===== src/rtl/fetch_seq_pkg.sv =====
// Shared types and constants for the IF-stage fetch sequencer and its instruction buffer.
package fetch_seq_pkg;

   localparam int XLEN        = 32;
   localparam int INSTR_BYTES = 4;

   typedef enum logic [1:0] {
      FS_BOOT,
      FS_RUN,
      FS_REDIR_PEND
   } fetch_state_t;

   typedef struct packed {
      logic [XLEN-1:0] pc;
      logic [XLEN-1:0] instr;
   } ibuf_entry_t;

   function automatic logic [XLEN-1:0] next_pc(input logic [XLEN-1:0] pc);
      return pc + XLEN'(INSTR_BYTES);
   endfunction

endpackage


===== src/rtl/fetch_ibuf.sv =====
// Synchronous FIFO of {pc, instr} entries between the imem response port and decode.
// Flush takes priority over a same-cycle push or pop.
module fetch_ibuf
   import fetch_seq_pkg::*;
#(
   parameter int IBUF_DEPTH = 4
) (
   input  logic                               clk,
   input  logic                               rst,
   input  logic                               push,
   input  logic                               pop,
   input  logic                               flush,
   input  ibuf_entry_t                        push_entry,
   output ibuf_entry_t                        head_entry,
   output logic [$clog2(IBUF_DEPTH+1)-1:0]    count
);

   localparam int PTR_W = $clog2(IBUF_DEPTH);
   localparam int CNT_W = $clog2(IBUF_DEPTH + 1);

   ibuf_entry_t      mem_q [IBUF_DEPTH];
   ibuf_entry_t      mem_d [IBUF_DEPTH];
   logic [PTR_W-1:0] rd_ptr_q, rd_ptr_d;
   logic [PTR_W-1:0] wr_ptr_q, wr_ptr_d;
   logic [CNT_W-1:0] count_q, count_d;
   logic             do_push, do_pop, full;

   always_comb begin
      mem_d    = mem_q;
      rd_ptr_d = rd_ptr_q;
      wr_ptr_d = wr_ptr_q;
      count_d  = count_q;
      full     = (count_q == CNT_W'(IBUF_DEPTH));
      do_push  = push && !flush;
      do_pop   = pop && !flush && (count_q != '0);
      if (flush) begin
         rd_ptr_d = '0;
         wr_ptr_d = '0;
         count_d  = '0;
      end else begin
         if (do_push) begin
            mem_d[wr_ptr_q] = push_entry;
            wr_ptr_d        = wr_ptr_q + PTR_W'(1);
         end
         if (do_pop) begin
            rd_ptr_d = rd_ptr_q + PTR_W'(1);
         end
         case ({do_push, do_pop})
            2'b10:   count_d = count_q + CNT_W'(1);
            2'b01:   count_d = count_q - CNT_W'(1);
            default: count_d = count_q;
         endcase
      end
   end

   always_ff @(posedge clk or posedge rst) begin
      if (rst) begin
         for (int i = 0; i < IBUF_DEPTH; i++) begin
            mem_q[i] <= '0;
         end
         rd_ptr_q <= '0;
         wr_ptr_q <= '0;
         count_q  <= '0;
      end else begin
         mem_q    <= mem_d;
         rd_ptr_q <= rd_ptr_d;
         wr_ptr_q <= wr_ptr_d;
         count_q  <= count_d;
      end
   end

   assign head_entry = mem_q[rd_ptr_q];
   assign count      = count_q;

   // The fetch credit scheme must never let a response land in a full buffer.
   ibuf_no_overflow_a: assert property (@(posedge clk) disable iff (rst)
      !(push && !flush && !pop && full));

endmodule


===== src/rtl/fetch_sequencer.sv =====
// IF-stage controller: PC enable/select, in-order imem requests, response buffering, redirect kill.
// Optional FETCH_PERF_CNT_EN adds perf_redirects / perf_starve counters.
//
// state         | meaning
// FS_BOOT       | one idle cycle after reset, no request issued
// FS_RUN        | normal fetch, requests issued while credits remain
// FS_REDIR_PEND | redirect seen while a request was stuck; waiting for it to be accepted
module fetch_sequencer
   import fetch_seq_pkg::*;
#(
   parameter int          IBUF_DEPTH = 4,
   parameter logic [31:0] RESET_PC   = 32'h0000_0000
) (
   input  logic        clk,
   input  logic        rst,
   input  logic [31:0] pc_cur,
   output logic        pc_en,
   output logic        pc_sel_target,
   output logic [31:0] pc_target,
   input  logic        redirect_valid,
   input  logic [31:0] redirect_pc,
   output logic        imem_req_valid,
   output logic [31:0] imem_req_addr,
   input  logic        imem_req_ready,
   input  logic        imem_rsp_valid,
   input  logic [31:0] imem_rsp_data,
   output logic        if_valid,
   output logic [31:0] if_instr,
   output logic [31:0] if_pc,
   output logic [31:0] if_pc_plus_four,
   input  logic        dec_ready
`ifdef FETCH_PERF_CNT_EN
   ,
   output logic [31:0] perf_redirects,
   output logic [31:0] perf_starve
`endif
);

   localparam int CNT_W = $clog2(IBUF_DEPTH + 1);

   fetch_state_t     state_q, state_d;
   logic [CNT_W-1:0] outstanding_q, outstanding_d;
   logic [CNT_W-1:0] drop_cnt_q, drop_cnt_d;
   logic [XLEN-1:0]  rsp_pc_q, rsp_pc_d;
   logic [XLEN-1:0]  target_q, target_d;
   logic             held_q, held_d;

   logic             credit_ok, redirect_act, accept, stuck;
   logic             ibuf_push, ibuf_pop, ibuf_flush;
   logic [CNT_W-1:0] ibuf_count;
   ibuf_entry_t      push_entry, head_entry;

   fetch_ibuf #(
      .IBUF_DEPTH (IBUF_DEPTH)
   ) u_ibuf (
      .clk        (clk),
      .rst        (rst),
      .push       (ibuf_push),
      .pop        (ibuf_pop),
      .flush      (ibuf_flush),
      .push_entry (push_entry),
      .head_entry (head_entry),
      .count      (ibuf_count)
   );

   always_comb begin
      state_d        = state_q;
      outstanding_d  = outstanding_q;
      drop_cnt_d     = drop_cnt_q;
      rsp_pc_d       = rsp_pc_q;
      target_d       = target_q;
      imem_req_valid = 1'b0;
      pc_en          = 1'b0;
      pc_sel_target  = 1'b0;
      pc_target      = target_q;
      ibuf_push      = 1'b0;
      ibuf_flush     = 1'b0;
      push_entry     = '{pc: rsp_pc_q, instr: imem_rsp_data};

      credit_ok    = ({1'b0, outstanding_q} + {1'b0, ibuf_count}) < (CNT_W+1)'(IBUF_DEPTH);
      redirect_act = redirect_valid && (state_q != FS_BOOT);

      case (state_q)
         FS_BOOT:       state_d = FS_RUN;
         FS_RUN:        imem_req_valid = held_q || (credit_ok && !redirect_valid);
         FS_REDIR_PEND: imem_req_valid = 1'b1;
         default:       state_d = FS_BOOT;
      endcase

      accept = imem_req_valid && imem_req_ready;
      stuck  = imem_req_valid && !imem_req_ready;
      held_d = stuck;

      if (accept) begin
         pc_en = 1'b1;
         if (state_q == FS_REDIR_PEND) begin
            pc_sel_target = 1'b1;
            state_d       = FS_RUN;
         end
      end

      // A redirect kills everything in flight, including a request still waiting to be accepted.
      if (redirect_act) begin
         ibuf_flush = 1'b1;
         target_d   = redirect_pc;
         rsp_pc_d   = redirect_pc;
         drop_cnt_d = outstanding_q + CNT_W'(imem_req_valid) - CNT_W'(imem_rsp_valid);
         if (stuck) begin
            state_d = FS_REDIR_PEND;
         end else begin
            pc_en         = 1'b1;
            pc_sel_target = 1'b1;
            pc_target     = redirect_pc;
            state_d       = FS_RUN;
         end
      end else if (imem_rsp_valid) begin
         if (drop_cnt_q != '0) begin
            drop_cnt_d = drop_cnt_q - CNT_W'(1);
         end else begin
            ibuf_push = 1'b1;
            rsp_pc_d  = next_pc(rsp_pc_q);
         end
      end

      outstanding_d = outstanding_q + CNT_W'(accept) - CNT_W'(imem_rsp_valid);

      if_valid = (ibuf_count != '0) && !redirect_act;
      ibuf_pop = if_valid && dec_ready;
   end

   always_ff @(posedge clk or posedge rst) begin
      if (rst) begin
         state_q       <= FS_BOOT;
         outstanding_q <= '0;
         drop_cnt_q    <= '0;
         rsp_pc_q      <= RESET_PC;
         target_q      <= '0;
         held_q        <= 1'b0;
      end else begin
         state_q       <= state_d;
         outstanding_q <= outstanding_d;
         drop_cnt_q    <= drop_cnt_d;
         rsp_pc_q      <= rsp_pc_d;
         target_q      <= target_d;
         held_q        <= held_d;
      end
   end

   assign imem_req_addr   = pc_cur;
   assign if_instr        = if_valid ? head_entry.instr : '0;
   assign if_pc           = if_valid ? head_entry.pc : '0;
   assign if_pc_plus_four = if_valid ? next_pc(head_entry.pc) : '0;

`ifdef FETCH_PERF_CNT_EN
   logic [31:0] perf_redirects_q, perf_redirects_d;
   logic [31:0] perf_starve_q, perf_starve_d;

   always_comb begin
      perf_redirects_d = perf_redirects_q + (redirect_valid ? 32'd1 : 32'd0);
      perf_starve_d    = perf_starve_q +
                         ((dec_ready && !if_valid && (state_q != FS_BOOT)) ? 32'd1 : 32'd0);
   end

   always_ff @(posedge clk or posedge rst) begin
      if (rst) begin
         perf_redirects_q <= '0;
         perf_starve_q    <= '0;
      end else begin
         perf_redirects_q <= perf_redirects_d;
         perf_starve_q    <= perf_starve_d;
      end
   end

   assign perf_redirects = perf_redirects_q;
   assign perf_starve    = perf_starve_q;
`endif

endmodule

===== config.mk =====
export PLATFORM = sky130hd
export DESIGN_NAME = fetch_sequencer
export DESIGN_NICKNAME = d
export VERILOG_FILES = /design/src/rtl/fetch_seq_pkg.sv /design/src/rtl/fetch_ibuf.sv /design/src/rtl/fetch_sequencer.sv
export SDC_FILE = /design/constraint.sdc
export NUM_CORES = 1
export LEC_CHECK = 0
export ABC_CLOCK_PERIOD_IN_PS = 9600
export BUFFER_PORTS_ARGS = -buffer_cell sky130_fd_sc_hd__buf_4
export CORE_AREA = 3 3 212 214
export CTS_CLUSTER_DIAMETER = 60
export DETAILED_ROUTE_END_ITERATION = 16
export DIE_AREA = 0 0 215 217
export PLACE_DENSITY = 0.69
export SETUP_SLACK_MARGIN = 0.1
export SLEW_MARGIN = 20
export SYNTH_ARGS = -nofsm -noshare
export SYNTH_HDL_FRONTEND = slang
export SYNTH_HIERARCHICAL = 1
export SYNTH_SLANG_ARGS = --single-unit

===== constraint.sdc =====
create_clock -name clk -period 9.6 [get_ports clk]
set_input_delay 0.48 -clock clk [delete_from_list [all_inputs] [get_ports clk]]
set_output_delay 0.48 -clock clk [all_outputs]
set_load 0.02 [all_outputs]

==> results, run 1 <==
- The number of nets in the synthesized netlist is 1,470.
- The number of port buffers is 201.
- After detailed routing, the total wire length is 43.0 mm.
- Derived from the worst setup path, the maximum achievable clock frequency is 204 MHz.
- The leftover overflow at the end of global routing is 0.
- Of all nets on the critical path, the largest fanout is 44.
- The width of the chip is 215 µm.
- The top-level I/O count is 266.
- The final routed wire length divided by cell count is 20.5 µm.
- The maximum level of the CTS H-tree is 2.
- The core region is 43,100 µm².
- The part of the total power dissipated in the clock network is 28.6%.
- The number of failing setup endpoints in the final timing report is 0.
- Summed over all failing endpoints, the final setup total negative slack is 0 ps.
- The layout overhead on the synthesized area is 17.1%.
- The number of global-route vias before repair is 12.1k.
- The xor and xnor area share after synthesis is 1.62%.
- The worst pin sits at a relative slew slack of 35.7%.
- Entering global routing, the biggest net connects 120 pins.
- The synthesized design contains 0 enable-type register cells.
- The CTS tree is done.
- The mean post-synth cell area is 12.9 µm².
- The number of resized instances in the post-cts repair step is 0.
- Among all cell types in the netlist, the one instantiated most often is dfrtp_1.
- The leakage power is 9.59 nW.
- The worst setup path is launched from a flop.
- The sequential cell area is 8420 µm².
- The clock sink count is 336.
- In this run the remaining antenna-violating nets after routing total 0.
- The startpoint of the most critical register-to-register path is state_q[0].
- The clock-pin transition on the worst setup and hold timing paths is 60 ps.
- STA classifies the critical path endpoint as an output port.
- The final setup slack of the worst path is 4710 ps.
- Across the VDD grid, the largest voltage drop is 0.166 mV.
- Global routing consumed, over all layers together, 18.4% of the routing resources.
- The worst-case setup slack after placement is 5240 ps.
- The starting utilization of the core area is 40.1%.
- The critical path class is flop to output port.
- The die covers 46,700 µm².
- The count of final max-slew check failures was 0.
- The total number of vias is 11.4k.
- The final count of hold timing violations was 0.
- The portion of the post-synthesis area used by sequential elements is 48.6%.
- Once detailed placement completed, the half-perimeter wirelength came to 27.5 mm.
- The final routed DRC violation total is 0.
- The dominant synthesized flop cell is dfrtp_1.
- The synthesized netlist cell count is 1,345.
- The post-route netlist has 41.4% of its cells at a drive strength greater than 1.
- The number of antenna violations at the first check in global routing is 0.
- The Yosys step of the flow raised 6 warnings.
- The post-detailed-route via-to-cell ratio is 5.43.
- The die is 217 µm tall.
- Data on the critical path is required at its endpoint by 9120 ps.
- Setup repair after global routing left no endpoint under its margin.
- The run finished with clean final reports.
- The net switching power is 1.87 mW.
- Counting the buffers created by CTS gives 41.
- The minimum clock period after layout is 4890 ps.
- The simple logic cell fraction of the synthesized area is 11.4%.
- Row generation in the floorplan step produced 76 rows.
- The arrival time of the worst setup path is 4410 ps.
- The tool flagged a number of max-cap violations equal to 0.
- The first global-routing pass estimated 68.3 mm of wire.
- The final layout contains 1,609 nets.
- At the pin with the least slew margin, the transition time is 959 ps.
- After synthesis, the cell types taking the most area are dfrtp_1, mux2_2, mux4_2.
- After clock tree synthesis, the setup repair step added 0 buffers.
- dfrtp_1 takes more of the synthesized area than any other cell.
- The netlist uses 57 different library cells.
- The internal power of the cells totals 3.60 mW.
- The routability congestion estimate is 0.812.
- For this design, the CTS-stage hold fixing added 0 buffers.
- For this design the ratio of total power to cell area is 270 nW/µm².
- The area of the multi-input gates is 8030 µm².
- The portion of total power attributed to sequential cells is 39.7%.
- The commonest cells after synthesis are dfrtp_1, mux2_2, nand2_1, and2_1, mux4_2.
- The synthesized design contains 336 register bits.
- Of the total power, the share spent switching nets is 34.2%.
- The share of synthesized registers carrying an async set or reset is 100%.
- The first routing iteration left 894 violations.
- By area, the combinational part of the netlist is dominated by multiplexers.
- The worst min-delay path category is primary input to asynchronous set/reset pin.
- Per report_power, the combinational group accounts for 31.7% of the total.
- Summing the areas of all compound-gate instances in the mapped netlist gives 4.20% of the synthesized area.
- The filler cells instantiated in the layout total 3,798.
- The part of the cycle the worst path needs is 51.0%.
- The launch point of the critical path is u_ibuf/rd_ptr_q[0].
- Measured against the total synthesized area, the mux share comes to 27.3%.
- The maximum clock skew at final layout is 24.3 ps.
- The share of synthesized area in the top cell type comes to 48.6%.
- For this run, the detailed router's first-pass iteration total came to 5.
- The clock network latency to the later pin of the worst-skew pair is 570 ps.
- After synthesis the cells add up to 17,300 µm².
- Summing the areas of all fa, ha and maj instances in the mapped netlist gives 1.79% of the synthesized area.
- The buffer cell driving the clock tree root is clkbuf_16.
- The buffer depth of the longest clock path is 3.
==> final cells by class <==
class                      instances  share of cell area [%]
inverter                          21                   0.426
timing repair buffer             211                    7.84
sequential                       336                    41.6
multi-input combinational        873                    39.7
clock inverter                    13                   0.772
antenna                            1                  0.0124
tap                              585                    3.61
clock buffer                      62                    6.10
==> layer usage <==
layer	vias up	track usage (%)	part of all wire, %
li1	5115	-	-
met1	5891	25.4	45
met2	314	28.7	46
met3	84	4.36	5.7
met4	0	5.93	2.8
met5	-	0	0
==> critical path, cell delays in order, from the launching register on <==
cell	delay [ps]
dfrtp_4	720
buf_4	830
mux4_2	480
and4_1	370
nand3_1	410
or3_1	480
a21oi_1	320
buf_4	210
==> layout by cell type (no fill, tap or decap), types with 6 or more instances in the layout <==
cell       count
o2bb2ai_1     32
inv_1         17
and4_1         7
mux2_2       210
and3_1         6
o31ai_1       11
nor3_1        20
mux4_2        64
nand3_1       30
buf_4        210
ha_1          20
clkbuf_8      13
mux2_4        55
xnor2_1       18
nor4_1         7
nor2_1        59
or4_1         15
xor2_1        14
nand4_1       21
o21ai_0       20
and2_1        68
clkbuf_1       8
dfrtp_1      334
a31oi_1       10
nand2_1      127
clkbuf_16     41
==> power by group through the flow <==
stage	logic, mW	clock network [mW]	registers (mW)
after floorplan	1.27	0	2.04
after global placement	1.70	0	2.15
after detailed placement	1.74	0	2.19
after CTS	1.75	1.61	2.16
after global routing	1.89	1.66	2.23
final	1.73	1.57	2.17
==> sequential cells by signal, indices dropped and copies added (netlist names) <==
signal / cells
drop_cnt_q: 3
held_q: 1
outstanding_q: 3
rsp_pc_q: 32
state_q: 2
target_q: 32
u_ibuf/count: 3
u_ibuf/mem_q: 256
u_ibuf/rd_ptr_q: 2
u_ibuf/wr_ptr_q: 2
==> path summary, 6_finish.rpt <==
kind	end	slack (ps)	cells past startpoint
min	u_ibuf/mem_q[234]	60	2
min in group clk	held_q	140	2
max	if_pc_plus_four[20]	4710	7
max in group asynchronous	u_ibuf/mem_q[207]	7490	4
min reg2reg	target_q[3]	470	2
max reg2reg	u_ibuf/mem_q[28]	5410	10
==> per-stage QoR <==
| stage | cells | utilization (%) | area (µm²) | hold slack, ps | power, mW |
|---|---|---|---|---|---|
| CTS | 2101 | 47.0 | 20200 | 90.0 | 5.53 |
| detailed placement | 2026 | 43.8 | 18900 | 464 | 3.93 |
| floorplan | 1345 | - | 17300 | 447 | 3.32 |
| global route | 2101 | 47.0 | 20200 | 114 | 5.78 |
| global placement | 2026 | 43.8 | 18900 | 461 | 3.86 |
| finish | 2102 | 47.0 | 20200 | 62.4 | 5.47 |
==> cell families after synthesis <==
group	count (synthesis)
AND/OR/NAND/NOR	381
multiplexers	337
flip-flops	336
buffers and inverters	136
AO/OA/AOI/OAI	100
XOR/XNOR	32
adder cells (fa/ha/maj)	23
Power figures use the tool's default switching activity.
==> run 2, diff against run 1 <==
ABC_CLOCK_PERIOD_IN_PS = 5000   (was 9600)
clock period = 5 ns   (was 9.6 ns; I/O delays follow)
==> results, run 2 (synthesized netlist as in run 1, its figures left out) <==
- Run status: finished, final reports clean (unchanged).
- The count of final max-slew check failures is 0 (unchanged).
- The most common cell after layout, fill and taps aside is dfrtp_1 (unchanged).
- The final setup slack of the worst path is 811 ps (was 4710 ps).
- The flip-flop count of the largest register after layout came to 256 (unchanged).
- The worst-case setup slack after placement is 1410 ps (was 5240 ps).
- The design area is 20,900 µm² (was 20,200 µm²).
- The number of iterations in the first detailed-routing pass came to 5 (unchanged).
- The worst min-delay path category was primary input to flop (was primary input to asynchronous set/reset pin).
- The total number of vias is 11.6k (was 11.4k).
- The post-detailed-route via-to-cell ratio is 5.35 (was 5.43).
- The arrival time of the worst setup path was 3940 ps (was 4410 ps).
- Largest registers: u_ibuf/mem_q (256), rsp_pc_q (32), target_q (32) (unchanged).
- The type of element capturing the critical path is an output port (unchanged).
- The minimum clock period after layout is 4190 ps.
- The number of resized instances in the post-cts repair step is 0 (unchanged).
- The area of the core is 43,100 µm² (unchanged).
- The clock sink count is 336 (unchanged).
- The power density relative to cell area came to 505 nW/µm² (was 270 nW/µm²).
- The number of failing setup endpoints in the final timing report was 0 (unchanged).
- The critical-path maximum fanout is 37 (was 44).
- The gate family responsible for the most delay along the worst path is simple AND/OR/NAND/NOR gates (unchanged).
- The count of hold-fix buffers inserted at cts was 66 (was 0).
- The total routed wirelength is 43.7 mm (was 43.0 mm).
- The instance area after placement is 18,900 µm² (about the same).
- The clock network latency to the later pin of the worst-skew pair is 560 ps (was 570 ps).
- The sum of negative setup slack is 0 ps (unchanged).
- The standard cell with the maximum stage delay on the critical path was dfrtp_4 (was buf_4).
- The tightest slew margin relative to the limit is 29.6% (was 35.7%).
- The final routed wire length divided by cell count was 20.2 µm (was 20.5 µm).
- The violation count after the first detailed-route iteration is 777 (was 894).
- The critical path class is flop to output port (unchanged).
- The vertical extent of the die is 217 µm (unchanged).
- The final routed DRC violation total is 0 (unchanged).
- The buffer count from post-CTS setup fixing is 0 (unchanged).
- The maximum number of pins on one net before global-route repair was 184 (was 120).
- The register containing the most flip-flops in the final layout is u_ibuf/mem_q (unchanged).
- The leftover overflow at the end of global routing is 0 (unchanged).
- The die area is 46,700 µm² (unchanged).
- The layout overhead on the synthesized area is 21.0% (was 17.1%).
- The number of placed cells counting well taps is 2,028 (was 2,026).
- The starting utilization of the core area was 40.1% (unchanged).
- The worst slack on hold paths is 104 ps (was 62.4 ps).
- The leakage power was 9.86 nW (was 9.59 nW).
- The post-detailed-placement half-perimeter wirelength came to 28.1 mm (was 27.5 mm).
- The slew at the pin with the worst max-slew slack is 1060 ps (was 959 ps).
- The area of the multi-input gates is 8030 µm² (unchanged).
- The category of the worst setup path launch point is a flop (unchanged).
- The core occupancy in the finished layout is 48.6% (was 47.0%).
- The buffer cell driving the clock tree root is clkbuf_16 (unchanged).
- The buffer depth of the longest clock path came to 3 (unchanged).
- The data required time of the worst path is 4750 ps (was 9120 ps).
- The clock-pin transition on the worst setup and hold timing paths is 60 ps (about the same).
- The remaining antenna violation count was 0 (unchanged).
- The maximum clock skew at final layout is 27.3 ps (was 24.3 ps).
- The number of global-route vias before repair was 12.1k (about the same).
- The number of buffers added by the clock tree synthesis step is 39 (was 41).
- The reported max-cap violation count is 0 (unchanged).
- Unrepaired setup endpoints after global routing: false (unchanged).
- The number of port buffers is 201 (unchanged).
- The largest vdd supply drop is 0.281 mV (was 0.166 mV).
- The number of placement rows is 76 (unchanged).
- The fraction of layout cells with a size suffix above 1 is 39.7% (was 41.4%).
- The maximum level of the CTS H-tree is 2 (unchanged).
- The part of the cycle the worst path needs is 83.8%.
- The total power after layout is 10.6 mW (was 5.47 mW).
- Timing would allow up to 239 MHz.
- Cell-by-cell listing of the critical path: mux4_2, and4_1, nand4_1, nor4_1, mux2_2, buf_4 (was buf_4, mux4_2, and4_1, nand3_1, or3_1, a21oi_1, buf_4).
- The number of antenna violations at the first check in global routing is 0 (unchanged).
- The width of the chip is 215 µm (unchanged).
- The CTS tree is done (unchanged).
- The count of inserted antenna diode cells is 0 (was 1).
- The routability congestion estimate is 0.849 (was 0.812).
- The sequential cell area is 8420 µm² (unchanged).
- The total global-route track usage is 18.5% (was 18.4%).
- The filler cell count in the final layout was 3,733 (was 3,798).
- The maximum single-stage delay on the critical path was 920 ps (was 830 ps).
- The final count of hold timing violations was 0 (unchanged).
- Most frequent cells in the layout: dfrtp_1, buf_4, mux2_2 (was dfrtp_1, mux2_2, buf_4).
- The wire length of the first global-routing pass came to 69.1 mm (was 68.3 mm).
- The post-layout net count came to 1,675 (was 1,609).
- The number of non-filler instances in the completed layout was 2,164 (was 2,102).
- The top-level I/O count is 266 (unchanged).
- The number of buffers and inverters on the critical path is 1 (was 2).
==> run 2: cell types whose count changed in the layout (fill, tap and decap cells not counted), sizes merged <==
cell / previous run / this run
dlygate4sd3: 0 / 66
buf: 211 / 213
clkinvlp: 1 / 3
bufinv: 2 / 5
diode: 1 / 0
clkbuf: 62 / 55
inv: 24 / 21
==> run 2: path summary, 6_finish.rpt <==
kind / from / endpoint / slack (ps) / cells after the start
setup / recovery: u_ibuf/rd_ptr_q[0] / if_pc_plus_four[27] / 810 / 6
hold / removal: imem_rsp_valid / drop_cnt_q[1] / 100 / 3
setup reg to reg: state_q[0] / u_ibuf/count[2] / 1450 / 13
hold reg to reg: target_q[19] / target_q[19] / 480 / 2
max in group asynchronous: rst / u_ibuf/mem_q[122] / 3200 / 4
min in group asynchronous: rst / u_ibuf/mem_q[70] / 400 / 3
==> run 2: layout make-up <==
| class | count | share of cell area [%] |
|---|---|---|
| flip-flops and latches | 336 | 40.2 |
| well taps | 585 | 3.50 |
| multi-input cells | 873 | 38.4 |
| clock inverters | 15 | 1.17 |
| inverters | 21 | 0.395 |
| clock buffers | 55 | 5.43 |
| repair buffers | 279 | 10.9 |
==> run 2: report_power, final <==
group | total, mW | switching [mW] | leakage (nW) | internal [mW]
clock network | 3.01 | 1.16 | 0.673 | 1.85
logic | 3.38 | 1.75 | 4.77 | 1.63
registers | 4.18 | 0.688 | 4.42 | 3.49
==> run 2: metal layers <==
layer	track usage, %	wire [µm]	vias up
li1	-	-	5225
met1	25.8	19900	5959
met2	29.4	20300	331
met3	4.55	2610	63
met4	4.45	860	0
met5	0	0	-
==> run 2: worst min-delay path, cell delays in order <==
cell      delay [ps]
buf_4            130
a311oi_1          90
a21o_1           150
